## config.mk

```make
export PLATFORM = sky130hd
export DESIGN_NAME = freq_meter
export DESIGN_NICKNAME = d
export VERILOG_FILES = /design/src/rtl/freq_meter_pkg.sv /design/src/rtl/freq_meter_sync_edge_det.sv /design/src/rtl/freq_meter.sv
export SDC_FILE = /design/constraint.sdc
export NUM_CORES = 1
export LEC_CHECK = 0
export ABC_AREA = 0
export CORE_MARGIN = 2
export CORE_UTILIZATION = 25
export CTS_CLUSTER_DIAMETER = 30
export CTS_CLUSTER_SIZE = 25
export DETAILED_ROUTE_END_ITERATION = 7
export SYNTH_ARGS = -nofsm -noshare
export SYNTH_HDL_FRONTEND = slang
export SYNTH_SLANG_ARGS = --single-unit
```

## constraint.sdc

```tcl
create_clock -name clk -period 3.3 [get_ports clk]
set_input_delay 0.66 -clock clk [delete_from_list [all_inputs] [get_ports clk]]
set_output_delay 0.66 -clock clk [all_outputs]
set_load 0.005 [all_outputs]
```

## src/rtl/freq_meter_pkg.sv

```systemverilog
// Shared definitions for the frequency meter: FSM state encoding and the
// default gate window (1 s at 100 MHz).
package freq_meter_pkg;

  typedef enum logic [1:0] {
    IDLE    = 2'd0,
    ARM     = 2'd1,
    MEASURE = 2'd2,
    DONE    = 2'd3
  } state_t;

  localparam int DEFAULT_GATE_CYCLES = 100_000_000;

endpackage

```

## src/rtl/freq_meter_sync_edge_det.sv

```systemverilog
// Synchroniser plus rising-edge detector for an asynchronous level input.
// Also usable for switch and button inputs.
module freq_meter_sync_edge_det #(
  parameter int SYNC_STAGES = 2
) (
  input  logic clk,
  input  logic rst_n,
  input  logic din,
  input  logic resync,
  output logic rise
);

  logic [SYNC_STAGES-1:0] sync_q;
  logic                   s;
  logic                   s_d;

  assign s = sync_q[SYNC_STAGES-1];

  always_ff @(posedge clk) begin
    if (!rst_n) begin
      sync_q <= '0;
      s_d    <= 1'b0;
    end else begin
      sync_q <= {sync_q[SYNC_STAGES-2:0], din};
      s_d    <= s;
    end
  end

  // During resync the delay register is reloaded from s, so whatever edge
  // is in flight in that cycle is treated as stale and not reported.
  assign rise = s & ~s_d & ~resync;

endmodule

```

## src/rtl/freq_meter.sv

```systemverilog
// Gated edge counter: counts rising edges of sig_in over GATE_CYCLES clocks
// and publishes a saturating result with a one-cycle valid pulse.
module freq_meter
  import freq_meter_pkg::*;
#(
  parameter int GATE_CYCLES = DEFAULT_GATE_CYCLES,
  parameter int CNT_W       = 27,
  parameter int SYNC_STAGES = 2
) (
  input  logic             clk,
  input  logic             rst_n,
  input  logic             sig_in,
  input  logic             start,
  input  logic             continuous,
  output logic             busy,
  output logic [CNT_W-1:0] freq_cnt,
  output logic             valid,
  output logic             ovf,
  output state_t           dbg_state
);

  localparam int GW = $clog2(GATE_CYCLES);
  localparam logic [GW-1:0]    GATE_LAST = GW'(GATE_CYCLES - 1);
  localparam logic [CNT_W-1:0] CNT_MAX   = {CNT_W{1'b1}};

  state_t           state;
  state_t           state_nxt;
  logic [GW-1:0]    gate_cnt;
  logic [CNT_W-1:0] edge_cnt;
  logic [CNT_W-1:0] edge_nxt;
  logic             sat;
  logic             sat_nxt;
  logic             rise;
  logic             gate_end;

  freq_meter_sync_edge_det #(
    .SYNC_STAGES(SYNC_STAGES)
  ) u_sync (
    .clk   (clk),
    .rst_n (rst_n),
    .din   (sig_in),
    .resync(state == ARM),
    .rise  (rise)
  );

  assign gate_end = (state == MEASURE) && (gate_cnt == GATE_LAST);

  // Saturating increment: an edge arriving at full scale is dropped and flagged.
  always_comb begin
    edge_nxt = edge_cnt;
    sat_nxt  = sat;
    if (rise) begin
      if (edge_cnt == CNT_MAX) sat_nxt  = 1'b1;
      else                     edge_nxt = edge_cnt + 1'b1;
    end
  end

  always_ff @(posedge clk) begin
    if (!rst_n) state <= IDLE;
    else        state <= state_nxt;
  end

  always_comb begin
    state_nxt = state;
    case (state)
      IDLE:    if (start) state_nxt = ARM;
      ARM:     state_nxt = MEASURE;
      MEASURE: if (gate_end) state_nxt = DONE;
      DONE:    state_nxt = continuous ? ARM : IDLE;
      default: state_nxt = IDLE;
    endcase
  end

  always_ff @(posedge clk) begin
    if (!rst_n) begin
      gate_cnt <= '0;
      edge_cnt <= '0;
      sat      <= 1'b0;
      freq_cnt <= '0;
      ovf      <= 1'b0;
    end else begin
      case (state)
        ARM: begin
          gate_cnt <= '0;
          edge_cnt <= '0;
          sat      <= 1'b0;
        end
        MEASURE: begin
          edge_cnt <= edge_nxt;
          sat      <= sat_nxt;
          if (gate_end) begin
            // Include an edge in the final gate cycle so DONE sees the full count.
            freq_cnt <= edge_nxt;
            ovf      <= sat_nxt;
          end else begin
            gate_cnt <= gate_cnt + 1'b1;
          end
        end
        default: ;
      endcase
    end
  end

  always_comb begin
    busy      = (state != IDLE);
    valid     = (state == DONE);
    dbg_state = state;
  end

endmodule

```

# Word-level counts from Yosys, hierarchy flattened

Cells that the tools add are included.

Register bits: 88
Input bits: 5
Output and inout port bits: 32
Word-level logic and storage cells: 41

Add/subtract/negate cells: 2
Equal/unequal tests: 8
Muxes and demuxes: 12
Bitwise operators: 4
Reductions and logical operators: 7

Operators by type and width:

| cell                    | number |
|---|---|
| $pmux W27 S2            | 2 |
| $mux W27                | 3 |
| $add A27 B1 Y27 const B | 2 |
| $eq A27 B27 Y1 const B  | 2 |
| $pmux W2 S4             | 1 |
| $ne A2 B2 Y1 const B    | 3 |
| $reduce_and A2 Y1       | 3 |
| $eq A2 B2 Y1 const B    | 2 |
| $mux W2                 | 2 |
| $reduce_bool A2 Y1      | 2 |
| $mux W1                 | 3 |
| $and A1 B1 Y1           | 2 |
| $eq A2 B1 Y1 const B    | 1 |
| $logic_not A2 Y1        | 1 |
| $not A1 Y1              | 2 |
| $pmux W1 S2             | 1 |
| $logic_and A1 B1 Y1     | 1 |

# Depth between registers and ports, before layout

Gate-level depths: netlist of run 1.

Depth after elaboration: 5
Mapped depth: 9
Gate-level depth less buffers: 7

# Cells and area by module

From an unflattened synthesis of run 1, not the netlist that was laid out.

Cell total of the unflattened synthesis: 534
Area total of the unflattened synthesis: 4431.8 um2

Modules (own cells, without submodules):

| module                   | times used | cells each | area each (um2) | seq. area each (um2) |
|---|---|---|---|---|
| freq_meter               | 1          | 527        | 4340.4          | 1701.6 |
| freq_meter_sync_edge_det | 1          | 7          | 91.3            | 60.1 |

# Least setup slack after synthesis of run 1

OpenSTA, ideal clock, no wires.

Kind: register -> register
From: register state[1] (netlist: dbg_state[1])
To: register edge_cnt[23]
Arrival time: 2362 ps
Required time: 3178 ps
Slack: 816 ps
Stages on the path, launching flop included: 9
Buffers on the path: 1
Cell sequence: dfxtp_1 inv_1 ha_1 or3b_1 buf_6 or4_4 nor4_4 a21oi_1 a311o_1

Cells in the longest elaborated chain, start to end: 5
Elaborated cells between the ends (all ways): 7
Those cells by class: eq/ne (2); mux (2); bitwise (2); reduce/logical (1)

Ends and longest elaborated chain:

| item                   | RTL line                           | source |
|---|---|---|
| from (decl)            | freq_meter.sv:26                   | `state_t state;` |
| from (signal assigned) | freq_meter.sv:60                   | `else state <= state_nxt;` |
| $eq A2 B1 Y1           | freq_meter.sv:42, freq_meter.sv:82 |  |
| $not A1 Y1             | freq_meter_sync_edge_det.sv:31     | `assign rise = s & ~s_d & ~resync;` |
| $and A1 B1 Y1          | freq_meter_sync_edge_det.sv:31     |  |
| $mux W27               | freq_meter.sv:52                   | `if (rise) begin` |
| $pmux W27 S2           | freq_meter.sv:82                   | `case (state)` |
| to (signal assigned)   | freq_meter.sv:89                   | `edge_cnt <= edge_nxt;` |
| to (decl)              | freq_meter.sv:29                   | `logic [CNT_W-1:0] edge_cnt;` |

Several ways; a longest one is shown, not always the timed one.
A chain may end at the register's enable or synchronous reset.

# Worst setup path in the final report of run 1

Ends and elaborated chain as after synthesis.

==> results of run 1 <==
-- registers in the layout (all words and copies together) (netlist names) --
name / cells
edge_cnt: 27
freq_cnt: 27
gate_cnt: 27
dbg_state: 2
u_sync.sync_q: 2
ovf: 1
sat: 1
u_sync.s_d: 1
-- stage by stage --
stage	hold slack, ns	util	std cells	power [mW]
after detailed placement	0.442	0.283	877	1.83
after global placement	0.456	0.283	877	1.83
after floorplan	0.412	-	613	1.58
final	0.471	0.298	893	2.80
after global routing	0.498	0.298	893	2.93
after CTS	0.472	0.298	893	2.82
-- area by class of cell --
class,instances,area share
Clock inverter,4,0.00520
Clock buffer,12,0.0427
Inverter,9,0.00585
Timing Repair Buffer,52,0.0823
Multi-Input combinational cell,463,0.501
Tap cell,265,0.0574
Sequential cell,88,0.305
-- worst max path at each step --
| stage | slack, ns | cells after the start | endpoint | start |
|---|---|---|---|---|
| 2_1_floorplan | 0.82 | 8 | edge_cnt[23]$_SDFFE_PN0P_ | dbg_state[1]$_SDFFE_PN0P_ |
| 3_3_place_gp | 0.64 | 7 | edge_cnt[23]$_SDFFE_PN0P_ | dbg_state[1]$_SDFFE_PN0P_ |
| 3_5_place_dp | 0.60 | 7 | edge_cnt[23]$_SDFFE_PN0P_ | dbg_state[1]$_SDFFE_PN0P_ |
| 4_1_cts | 0.57 | 7 | edge_cnt[23]$_SDFFE_PN0P_ | dbg_state[1]$_SDFFE_PN0P_ |
| 5_1_grt | 0.41 | 7 | edge_cnt[23]$_SDFFE_PN0P_ | dbg_state[1]$_SDFFE_PN0P_ |
| 6_report | 0.56 | 7 | edge_cnt[23]$_SDFFE_PN0P_ | dbg_state[1]$_SDFFE_PN0P_ |
-- synth_stat cells (13+ instances only) --
| library cell | n | share of area |
|---|---|---|
| nand3_1 | 43 | 0.044 |
| a21oi_1 | 40 | 0.041 |
| a211oi_1 | 13 | 0.020 |
| nor2_1 | 32 | 0.024 |
| clkbuf_1 | 35 | 0.027 |
| nor3_1 | 18 | 0.018 |
| and4_1 | 23 | 0.041 |
| nand2_1 | 51 | 0.039 |
| nand4_1 | 24 | 0.030 |
| and3_1 | 14 | 0.018 |
| dfxtp_1 | 88 | 0.36 |
| o21ai_0 | 41 | 0.042 |
| a31oi_1 | 17 | 0.022 |
-- power breakdown --
group	internal (mW)	total [mW]	switching [mW]
Sequential	1.08	1.11	0.0244
Combinational	0.198	0.719	0.521
Clock	0.533	0.979	0.445
-- critical path: stages (launching register included) --
cell and delay [ns]:
dfxtp_1 0.41, inv_1 0.12, ha_1 0.27, or3b_1 0.53, or4_4 0.58, nor4_4 0.34, a21oi_1 0.11, a311o_1 0.27
-- kinds of logic (layout without fill, tap and decap cells) --
logic type | after synthesis | count (layout) | share of synthesized area
fa+ha+maj | 7 | 7 | 0.0178
compound gates | 169 | 169 | 0.220
buf+inv | 62 | 77 | 0.0551
flops | 88 | 88 | 0.357
xor+xnor | 6 | 6 | 0.0107
mux | 5 | 5 | 0.0102
simple gates | 276 | 276 | 0.329
-- layer usage --
metal | wire length, um | share of wire | track usage | vias to the layer above
li1 | - | - | - | 2365
met1 | 6930 | 0.50 | 0.194 | 2253
met2 | 6120 | 0.44 | 0.208 | 124
met3 | 707 | 0.051 | 0.0215 | 14
met4 | 228 | 0.016 | 0.0501 | 0
met5 | 0 | 0 | 0 | -
==> impl_summary.log, run 1 <==
[metrics] number of primary I/O pins: 37
[metrics] worst ir drop on vdd: between 0.2 and 0.3 mV
[metrics] start point of the worst min-delay path: freq_cnt[24]$_SDFFE_PN0P_
[metrics] max cap viols: 0
[metrics] number of iterations in the first detailed-routing pass: 5
[metrics] clock-pin slew on the worst setup and hold paths: roughly 0.060 ns
[metrics] status: finished clean
[metrics] hold-critical path endpoint: freq_cnt[24]$_SDFFE_PN0P_
[metrics] worst flop-to-flop path endpoint: edge_cnt[23]$_SDFFE_PN0P_
[metrics] DPL Wire Length: slightly above 9 mm
[metrics] multi-input gate area in the final layout: 2900 um^2
[metrics] number of nets still failing antenna checks after routing: 0
[metrics] final-layout setup total negative slack: 0 ns
[metrics] Post-Synthesis Cell Area: around 5000 um^2
[metrics] register-to-register path setup slack: 0.56 ns
[metrics] number of port buffers: 36
[metrics] relative slew slack: 0.369
[metrics] hold buffer count at cts: 0
[metrics] unrepaired setup endpoints after global routing: no
[metrics] fraction of final layout cells sized beyond drive strength 1: 0.0732
[metrics] Worst Setup Path Type: reg -> reg
[metrics] area used by sequential logic in the layout: 1760 um^2
[metrics] Final Instance Area: around 5800 um^2
[metrics] number of post-CTS setup repair buffers: 0
[metrics] TritonCTS clock tree: yes
[metrics] maximum level of the CTS H-tree: 3
[metrics] most frequent standard cell in the layout excluding fill and tap cells: dfxtp_1
[metrics] pre-CTS setup slack: roughly 0.60 ns
[metrics] Ant. Diodes: 0
[metrics] Critical Path AT: between 2 and 3 ns
[metrics] via count of the first global-routing pass: around 4300
[metrics] global-route wire length before repair: between 20 and 25 mm
[metrics] Seq/Total Area, Yosys: 0.357
[metrics] startpoint types: flop
[metrics] number of remaining DRC errors: 0
[metrics] number of CTS-inserted buffers: 9
[metrics] max-slew violation count: 0
[metrics] Area Overhead vs Synth: 17.2%
[metrics] number of rows in the core area: 51
[metrics] Die Outline Area: between 20000 and 25000 um^2
[metrics] Seq cells post-synth: between 80 and 90
[metrics] final hold violation count: 0
[metrics] number of buffers between clock root and the deepest sink: 2
[metrics] Max Clk Rate: 365 MHz
[metrics] worst reg-to-reg path cell count: 7
[metrics] TritonCTS sink count: 88
[metrics] initial drt markers: 468
[metrics] Fin Clk Skew: 0.0102 ns
[metrics] initial core utilization: 0.254
[metrics] FF-to-FF Start: dbg_state[1]$_SDFFE_PN0P_
[metrics] Total Nets Final: ~640
[metrics] width of the die: 144 um
[metrics] instance area at placement: approximately 5500 um^2
[metrics] post-cts resize count: 0
[metrics] DIE HEIGHT: between 100 and 150 um
[metrics] worst skew pair latency: 0.35 ns
[metrics] Yosys warning count: 0
[metrics] FFs w/ async S/R, synth: 0
[metrics] final worst path period need: ~2.7 ns
[metrics] Overall Global Routing Usage: 0.136
[metrics] Worst Tran Pin Value: between 0.9 and 1 ns
[metrics] total congestion overflow: 0
[metrics] Hold Path Cell Cnt: 2
[metrics] most used cells in the layout excluding fill and tap cells: dfxtp_1, nand2_1, nand3_1
[metrics] total via count after detailed routing: about 4800
[metrics] DRT Wirelength: around 14 mm
[metrics] Hold/Removal Path Class: reg -> reg
[metrics] synthesized netlist cell count: between 600 and 700
[metrics] count of different cell masters after synthesis: 63
[metrics] average vias per placed instance: ~5.3
[metrics] main flop type after synthesis: dfxtp_1
[metrics] WP data required: approximately 3.5 ns
[metrics] number of fill cells in the layout: around 2100
[metrics] total leakage power: ~1.9 nW
[metrics] synthesized area per cell: roughly 8.0 um^2
[metrics] endpoint type of the worst setup path: flop
[metrics] pin count of the biggest net entering global routing: 57
[metrics] GPL Wtd Cong: about 0.8
[metrics] crit share post-route: 0.831
[metrics] initial antenna violation count: 0
[metrics] maximum fanout along the worst path: 10
[metrics] wire length per cell: around 16 um
[metrics] number of enable flip-flop cells after synthesis: 0
[metrics] power density over the cells: between 400 and 500 nW/um^2
[metrics] least setup slack across all paths after layout: approximately 0.56 ns
[metrics] Post-Synthesis Net Count: roughly 630
[metrics] Core Region: just under 20000 um^2
[metrics] number of failing setup endpoints in the final timing report: 0
[metrics] cell chosen for the clock root: clkbuf_16
Power figures use the tool's default switching activity.
==> run 2, diff against run 1 <==
clock period = 2.2 ns   (was 3.3 ns; I/O delays follow)
==> run 2 against run 1 <==
Net effect: worst hold slack worse by 0.027 ns; cell count is 6.4% higher; cell area grew 10%; flip-flop and latch count unchanged; setup slack worse by 0.49 ns; utilization grew 3.0 points; die area stayed put; register-to-register slack worse by 0.49 ns.
==> impl_summary.log, run 2 (synthesis results as in run 1) <==
[metrics] status: finished clean
[metrics] critical path cell sequence: inv_2 -> ha_4 -> buf_4 -> nor3b_2 -> buf_4 -> buf_4 -> nand4_1 -> or3_1 -> a311oi_2
[metrics] clock-pin slew on the worst setup and hold paths: around 0.06 ns
[metrics] Area Overhead vs Synth: 29.0%
[metrics] placed instance count: approximately 930
[metrics] Internal Power: roughly 3.0 mW
[metrics] number of primary I/O pins: 37
[metrics] Total Nets Final: between 600 and 700
[metrics] initial core utilization: 0.254
[metrics] endpoint type of the worst setup path: flop
[metrics] number of nets still failing antenna checks after routing: 0
[metrics] CP max-delay cell: or3_1
[metrics] number of buffers between clock root and the deepest sink: 2
[metrics] worst skew pair latency: approximately 0.35 ns
[metrics] total via count after detailed routing: between 5000 and 6000
[metrics] Hold/Removal Path Class: reg -> reg
[metrics] Overall Global Routing Usage: 0.145
[metrics] Worst Tran Pin Value: 0.649 ns
[metrics] Ant. Diodes: 0
[metrics] WP data required: 2.46 ns
[metrics] number of failing setup endpoints in the final timing report: 0
[metrics] instance area at placement: 5980 um^2
[metrics] number of port buffers: 36
[metrics] Finished Layout Cells: 950
[metrics] initial antenna violation count: 0
[metrics] worst ir drop on vdd: slightly above 0.4 mV
[metrics] number of remaining DRC errors: 0
[metrics] global-route wire length before repair: 23.9 mm
[metrics] Worst path most repeated cell: buf_4
[metrics] Final Instance Area: between 6000 and 7000 um^2
[metrics] number of iterations in the first detailed-routing pass: 5
[metrics] pin count of the biggest net entering global routing: 38
[metrics] TritonCTS clock tree: yes
[metrics] maximum level of the CTS H-tree: 3
[metrics] startpoint types: flop
[metrics] Net Switching: approximately 1.5 mW
[metrics] DIE HEIGHT: 144 um
[metrics] average vias per placed instance: 5.27
[metrics] cell chosen for the clock root: clkbuf_16
[metrics] share of power burned in combinational logic: 0.292
[metrics] maximum fanout along the worst path: 6
[metrics] net switching share of the total power: 0.337
[metrics] power density over the cells: about 720 nW/um^2
[metrics] number of rows in the core area: between 50 and 60
[metrics] register-to-register path setup slack: between 0.06 and 0.07 ns
[metrics] maximum single-stage delay on the critical path: just over 0.4 ns
[metrics] max cap viols: 0
[metrics] share of the core filled with cells in the final layout: 0.328
[metrics] DPL Wire Length: a little over 10 mm
[metrics] via count of the first global-routing pass: ~4500
[metrics] Fin Clk Skew: about 0.01 ns
[metrics] GPL Wtd Cong: roughly 0.9
[metrics] initial drt markers: approximately 460
[metrics] hold buffer count at cts: 0
[metrics] total leakage power: between 2 and 2.5 nW
[metrics] fraction of power consumed by the clock network: 0.349
[metrics] Max Clk Rate: ~470 MHz
[metrics] DRT Wirelength: about 15 mm
[metrics] most frequent standard cell in the layout excluding fill and tap cells: dfxtp_1
[metrics] Worst Setup Path Type: reg -> reg
[metrics] largest registers: edge_cnt x27, freq_cnt x27, gate_cnt x27
[metrics] max-slew violation count: 0
[metrics] wire length per cell: between 15 and 20 um
[metrics] portion of total power attributed to sequential cells: 0.359
[metrics] TritonCTS sink count: approximately 90
[metrics] total congestion overflow: 0
[metrics] Die Outline Area: about 21000 um^2
[metrics] unrepaired setup endpoints after global routing: yes
[metrics] final worst path period need: 2.14 ns
[metrics] Critical Path AT: between 2 and 2.5 ns
[metrics] width of the die: approximately 140 um
[metrics] crit share post-route: 0.971
[metrics] Core Region: around 19000 um^2
[metrics] final hold violation count: 0
[metrics] most used cells in the layout excluding fill and tap cells: dfxtp_1, buf_4, nand2_1
[metrics] number of CTS-inserted buffers: 9
[metrics] fraction of final layout cells sized beyond drive strength 1: 0.172
[metrics] relative slew slack: 0.568
run 2: changes by cell type in the layout (fill, tap and decap cells not counted), moves of 2 or more:
cell	before	now
clkbuf_1	2	0
a311oi_2	0	2
and2_1	9	7
buf_12	0	6
dfxtp_2	0	2
dfxtp_1	88	86
and2_2	0	2
a311oi_1	6	4
buf_4	16	67
run 2: stage by stage:
stage | worst slack, ns | TNS (ns) | power [mW] | hold WS (ns)
2_1_floorplan | 0.0285 | 0 | 2.38 | 0.412
3_3_place_gp | -0.0896 | -0.0989 | 3.01 | 0.432
3_5_place_dp | -0.129 | -0.168 | 3.01 | 0.434
4_1_cts | 0.00601 | 0 | 4.62 | 0.446
5_1_grt | -0.0444 | -0.136 | 4.81 | 0.462
6_report | 0.0640 | 0 | 4.59 | 0.444
run 2: power groups by stage:
stage | sequential (mW) | combinational, mW | clock [mW]
floorplan | 1.69 | 0.688 | 0
finish | 1.65 | 1.34 | 1.60
CTS | 1.65 | 1.34 | 1.64
detailed placement | 1.68 | 1.32 | 0
global route | 1.65 | 1.45 | 1.71
global placement | 1.68 | 1.33 | 0
run 2: repair_timing:
action | 4_1_cts | 5_1_grt
setup endpoints to repair | 2 | 24
pin swaps | 1 | 4
setup buffers | 3 | 2
resized for setup | 1 | 10
run 2: routing by layer:
metal  part of all wire  up-vias  GRT usage
met1               0.48     2368      0.198
met2               0.45      132      0.230
li1                   -     2484          -
met3              0.051       20     0.0248
met5                  0        -          0
met4              0.018        0     0.0511
run 2: final timing paths:
check,start,end,depth (start not counted)
setup / recovery,dbg_state[1]$_SDFFE_PN0P_,freq_cnt[17]$_SDFFE_PN0P_,9
hold / removal,u_sync.sync_q[0]$_SDFF_PN0_,u_sync.sync_q[1]$_SDFF_PN0_,1
setup reg to reg,dbg_state[1]$_SDFFE_PN0P_,freq_cnt[17]$_SDFFE_PN0P_,9
hold reg to reg,u_sync.sync_q[0]$_SDFF_PN0_,u_sync.sync_q[1]$_SDFF_PN0_,1
run 2: critical path: cells and delay by family, from the launching register on:
kind	cells	cell delay [ns]
DFF	1	0.33
and+or+nand+nor	3	0.75
adders and majority gates	1	0.16
AOI/OAI and AO/OA	1	0.29
buffers and inverters	4	0.52
run 2: area by class of cell:
type / instances / area (um^2)
Clock buffer: 10 / 239
Inverter: 9 / 33.8
Tap cell: 265 / 332
Sequential cell: 88 / 1760
Clock inverter: 6 / 68.8
Fill cell: 2085 / 13000
Multi-Input combinational cell: 463 / 2940
Timing Repair Buffer: 109 / 978
